$ cat config.mk
export PLATFORM = sky130hd
export DESIGN_NAME = ysyx_22040125_halt_ctrl
export DESIGN_NICKNAME = d
export VERILOG_FILES = /design/src/rtl/ysyx_22040125_halt_ctrl.sv
export SDC_FILE = /design/constraint.sdc
export NUM_CORES = 1
export LEC_CHECK = 0
export CORE_ASPECT_RATIO = 0.7
export CORE_MARGIN = 5
export CORE_UTILIZATION = 25
export DETAILED_ROUTE_END_ITERATION = 10
export GPL_ROUTABILITY_DRIVEN = 1
export PLACE_DENSITY = 0.49
export SLEW_MARGIN = 10
export SYNTH_ARGS = -nofsm -noshare
export SYNTH_HDL_FRONTEND = slang
export SYNTH_SLANG_ARGS = --single-unit
export TNS_END_PERCENT = 20
$ cat constraint.sdc
create_clock -name clk -period 1.4 [get_ports clk]
set_input_delay 0.14 -clock clk [delete_from_list [all_inputs] [get_ports clk]]
set_output_delay 0.14 -clock clk [all_outputs]
set_load 0.02 [all_outputs]
$ cat src/rtl/ysyx_22040125_halt_ctrl.sv
// Halt controller: prioritised halt requests travel a DELAY-stage line and latch a sticky halted state.
// Optional YSYX_22040125_HALT_CNT_EN adds a saturating 16-bit halt counter; otherwise halt_cnt_o is tied to 0.
module ysyx_22040125_halt_ctrl #(
  parameter int unsigned NCH    = 2,
  parameter int unsigned DELAY  = 2,
  parameter int unsigned CODE_W = 8
) (
  input  logic              clk,
  input  logic              rst,
  input  logic [NCH-1:0]    evt_i,
  input  logic [CODE_W-1:0] code_i,
  input  logic              clr_i,
  output logic              halt_o,
  output logic              halt_pulse_o,
  output logic [2:0]        halt_ch_o,
  output logic [CODE_W-1:0] halt_code_o,
  output logic [15:0]       halt_cnt_o
);

  localparam logic [0:0] ST_RUN    = 1'b0;
  localparam logic [0:0] ST_HALTED = 1'b1;

  logic [0:0]                   state_q, state_d;
  logic [DELAY-1:0]             vld_q, vld_d;
  logic [DELAY-1:0][2:0]        ch_q, ch_d;
  logic [DELAY-1:0][CODE_W-1:0] code_q, code_d;
  logic [2:0]                   hch_q, hch_d;
  logic [CODE_W-1:0]            hcode_q, hcode_d;
  logic [2:0]                   evt_ch;
  logic                         take;

  // Scan from the top so the lowest asserted channel is the last one written.
  always_comb begin
    evt_ch = '0;
    for (int unsigned i = NCH; i > 0; i--) begin
      if (evt_i[i-1]) evt_ch = 3'(i - 1);
    end
  end

  // A valid last stage in RUN is the halt-entry cycle; the state register flips at the next edge.
  assign take = (state_q == ST_RUN) && vld_q[DELAY-1];

  always_comb begin
    state_d   = state_q;
    vld_d     = '0;
    ch_d      = ch_q;
    code_d    = code_q;
    hch_d     = hch_q;
    hcode_d   = hcode_q;
    ch_d[0]   = evt_ch;
    code_d[0] = code_i;
    for (int unsigned i = 1; i < DELAY; i++) begin
      ch_d[i]   = ch_q[i-1];
      code_d[i] = code_q[i-1];
    end
    case (state_q)
      ST_RUN: begin
        if (take) begin
          state_d = ST_HALTED;
          hch_d   = ch_q[DELAY-1];
          hcode_d = code_q[DELAY-1];
        end else begin
          vld_d[0] = |evt_i;
          for (int unsigned i = 1; i < DELAY; i++) begin
            vld_d[i] = vld_q[i-1];
          end
        end
      end
      ST_HALTED: begin
        if (clr_i) state_d = ST_RUN;
      end
      default: state_d = ST_RUN;
    endcase
  end

  always_ff @(posedge clk) begin
    if (rst) begin
      state_q <= ST_RUN;
      vld_q   <= '0;
      ch_q    <= '0;
      code_q  <= '0;
      hch_q   <= '0;
      hcode_q <= '0;
    end else begin
      state_q <= state_d;
      vld_q   <= vld_d;
      ch_q    <= ch_d;
      code_q  <= code_d;
      hch_q   <= hch_d;
      hcode_q <= hcode_d;
    end
  end

  // During the entry cycle the captured values come straight from the last stage.
  assign halt_pulse_o = take;
  assign halt_o       = (state_q == ST_HALTED) || take;
  assign halt_ch_o    = take ? ch_q[DELAY-1]   : hch_q;
  assign halt_code_o  = take ? code_q[DELAY-1] : hcode_q;

`ifdef YSYX_22040125_HALT_CNT_EN
  logic [15:0] cnt_q, cnt_d;

  assign cnt_d = (take && (cnt_q != '1)) ? cnt_q + 16'd1 : cnt_q;

  always_ff @(posedge clk) begin
    if (rst) cnt_q <= '0;
    else     cnt_q <= cnt_d;
  end

  assign halt_cnt_o = cnt_q;
`else
  assign halt_cnt_o = '0;
`endif

endmodule

==> impl_metrics.yaml <==
status:
  status: "finished, violations left"
  violations: "negative setup slack"
finish:
  drive_gt1_share_pct: 27.1
  nets: 168
  final_common_cell: "dfxtp_1"
  layout_common_cells: "dfxtp_1, nor2b_1, conb_1, buf_6, clkdlybuf4s50_1"
  syn2layout_area_growth_pct: 32.2
  n_antenna_cell: 0
min_path:
  min_from: "code_i[7]"
  whs_path_depth: 2
  worst_hold_path.endpoint: "code_d[15]"
  hold_path.class: "in2reg"
flow_run:
  cap_violations: 0
synth:
  ys_seq_area_share_pct: 48.2
  synth_cells: 123
  ys_ff_latch: 32
  ys_top_cells_by_area: "dfxtp_1, nor2b_1, buf_4"
  syn_area_mm2: 0.00133
  avgSynthCellArea_um2: 10.8
  ys_types: 21
  synth_top_area_share_pct: 48.2
  yosys_warnings: 0
  yosys.area.top_type: "dfxtp_1"
detailed_routing:
  dr_total_vias: 869
  drtIter0Drc: 13
  routedWlPerCell_um: 11.5
  wl_um: 2600
  drtPass1Iterations: 4
  vias_per_cell: 3.83
  antenna_left: 0
  drc_errors: 0
power_and_ir_drop:
  total_power_mw: 1.86
  power_leakage_nw: 0.706
  ir_drop_mv: 0.388
  p_per_area_mw_per_mm2: 1060
grt:
  antenna_found_initial: 0
  grt_util_all_layers_pct: 8.01
  grt_pass1_vias: 920
  overflow: 0
  grt_max_degree: 26
  grt_first_pass_wirelength_um: 4330
clock_tree:
  cts_tree: "built"
  cts_buffer_depth: 2
  clkTransAtPathRegs_ns: 0.06
  clk_latency_ns: 0.27
  clockRootBuffer: "clkbuf_8"
  cts_inserted_buffers: 5
  htree_levels: 2
  numClockSinks: 32
setup_path:
  worstRegToRegCells: 3
  critPathLaunchType: "flip-flop"
  r2r-end: "hcode_q[7]"
  r2r_setup_slack_ns: 0.25
  worstPathArrival_ns: 1.35
  required_ns: 1.26
  r2r-start: "state_q"
  end_kind: "primary output"
  path_max_fanout: 7
  worstSetupPathType: "reg2out"
placement:
  portBuffers: 25
  dp_hpwl_um: 1810
  routabilityCongestion: 0.676
sta:
  period_needed_ns: 1.49
  tns_ns: -0.776
  setup_violations: 10
  rsz0062_at_grt: "true"
  fin_skew_ns: 0.00286
  max_freq_mhz: 669
  hold_violations: 0
  drv_slew: 0
  setup_ws_ns: -0.0946
  min_period_over_period_pct: 107
floorplan:
  ios: 42
  die_h_um: 71.0
  die_area_mm2: 0.00690
  initial_core_util_pct: 25.6
  rows: 22
  fp.coreArea_mm2: 0.00520
  fp.dieW_um: 97.2
==> synthesized netlist by cell type <==
library cell  number
conb_1             1
and2_1             2
a21oi_1            1
or2_2              1
o21a_1             1
buf_4             16
buf_8              1
clkbuf_1           5
nand2b_1           9
or4bb_1            1
dfxtp_1           32
buf_6              1
buf_2              2
o21ai_1            1
nand4bb_1          8
mux2_4             6
o21ai_0            8
nor3b_1            3
nor2b_1           20
nor3_1             1
mux2_2             3
==> how the worst max path moves through the flow <==
stage | startpoint | end | slack (ns) | cells past startpoint
floorplan | vld_q[1] | halt_code_o[0] | 0.21 | 4
global placement | vld_q[1] | halt_ch_o[0] | -0.25 | 4
detailed placement | vld_q[1] | halt_code_o[3] | -0.27 | 4
CTS | vld_q[1] | halt_code_o[4] | -0.11 | 4
global route | vld_q[1] | halt_code_o[4] | -0.16 | 4
finish | vld_q[1] | halt_code_o[4] | -0.09 | 4
==> through the flow <==
| stage | setup WS, ns | cell area (um2) | hold slack [ns] | cells | utilization [%] |
|---|---|---|---|---|---|
| global placement | -0.245 | 1620 | 0.421 | 217 | 31.1 |
| global route | -0.163 | 1760 | 0.410 | 227 | 33.8 |
| detailed placement | -0.270 | 1620 | 0.418 | 217 | 31.1 |
| floorplan | 0.215 | 1390 | 0.216 | 138 | - |
| CTS | -0.109 | 1740 | 0.406 | 227 | 33.5 |
| finish | -0.0946 | 1760 | 0.419 | 227 | 33.8 |
==> cell type report <==
class	count	area, um2
clock buffer	6	72.6
clock inverter	1	5.00
fill	534	3440
multi-input combinational	81	597
sequential	32	642
tap	72	90.1
timing repair buffer	35	352
==> flip-flops by register name, summed over array words and instances, names as in the netlist <==
signal,cells
hch_q,3
state_q,1
ch_q,1
code_d,8
ch_d,1
hcode_q,8
code_q,8
vld_q,2
==> critical path, stage by stage (launching register included) <==
cell	delay (ns)
dfxtp_2	0.32
nor2b_4	0.15
buf_6	0.16
mux2_4	0.31
buf_6	0.13
==> where the power goes <==
part	leakage [nW]	total, mW	internal, mW	switching [mW]
logic	0.403	0.261	0.130	0.131
registers	0.263	0.959	0.946	0.0136
clock network	0.0410	0.641	0.337	0.304
==> cells by family (layout without fill, tap and decap cells) <==
kind of cell | after synthesis | after routing | share of synthesized area, %
flops | 32 | 32 | 48.2
other cells | 1 | 16 | 0.282
simple gates | 45 | 45 | 24.7
buf+inv | 25 | 42 | 13.2
compound gates | 11 | 11 | 4.33
mux | 9 | 9 | 9.31
==> repair_timing <==
action | 4_1_cts | 5_1_grt
setup endpoints to repair | 13 | 13
resized for setup | 79 | 6
setup buffers | 3 | 0
hold buffers | 0 | 0
==> routing by layer <==
layer	GRT usage (%)	routed length [um]	up-vias
li1	-	-	437
met1	8.96	1150	393
met2	12.6	1190	35
met3	4.04	217	4
met4	4.21	46	0
met5	0	0	-
Note: power is estimated with default switching activity, not from simulation.
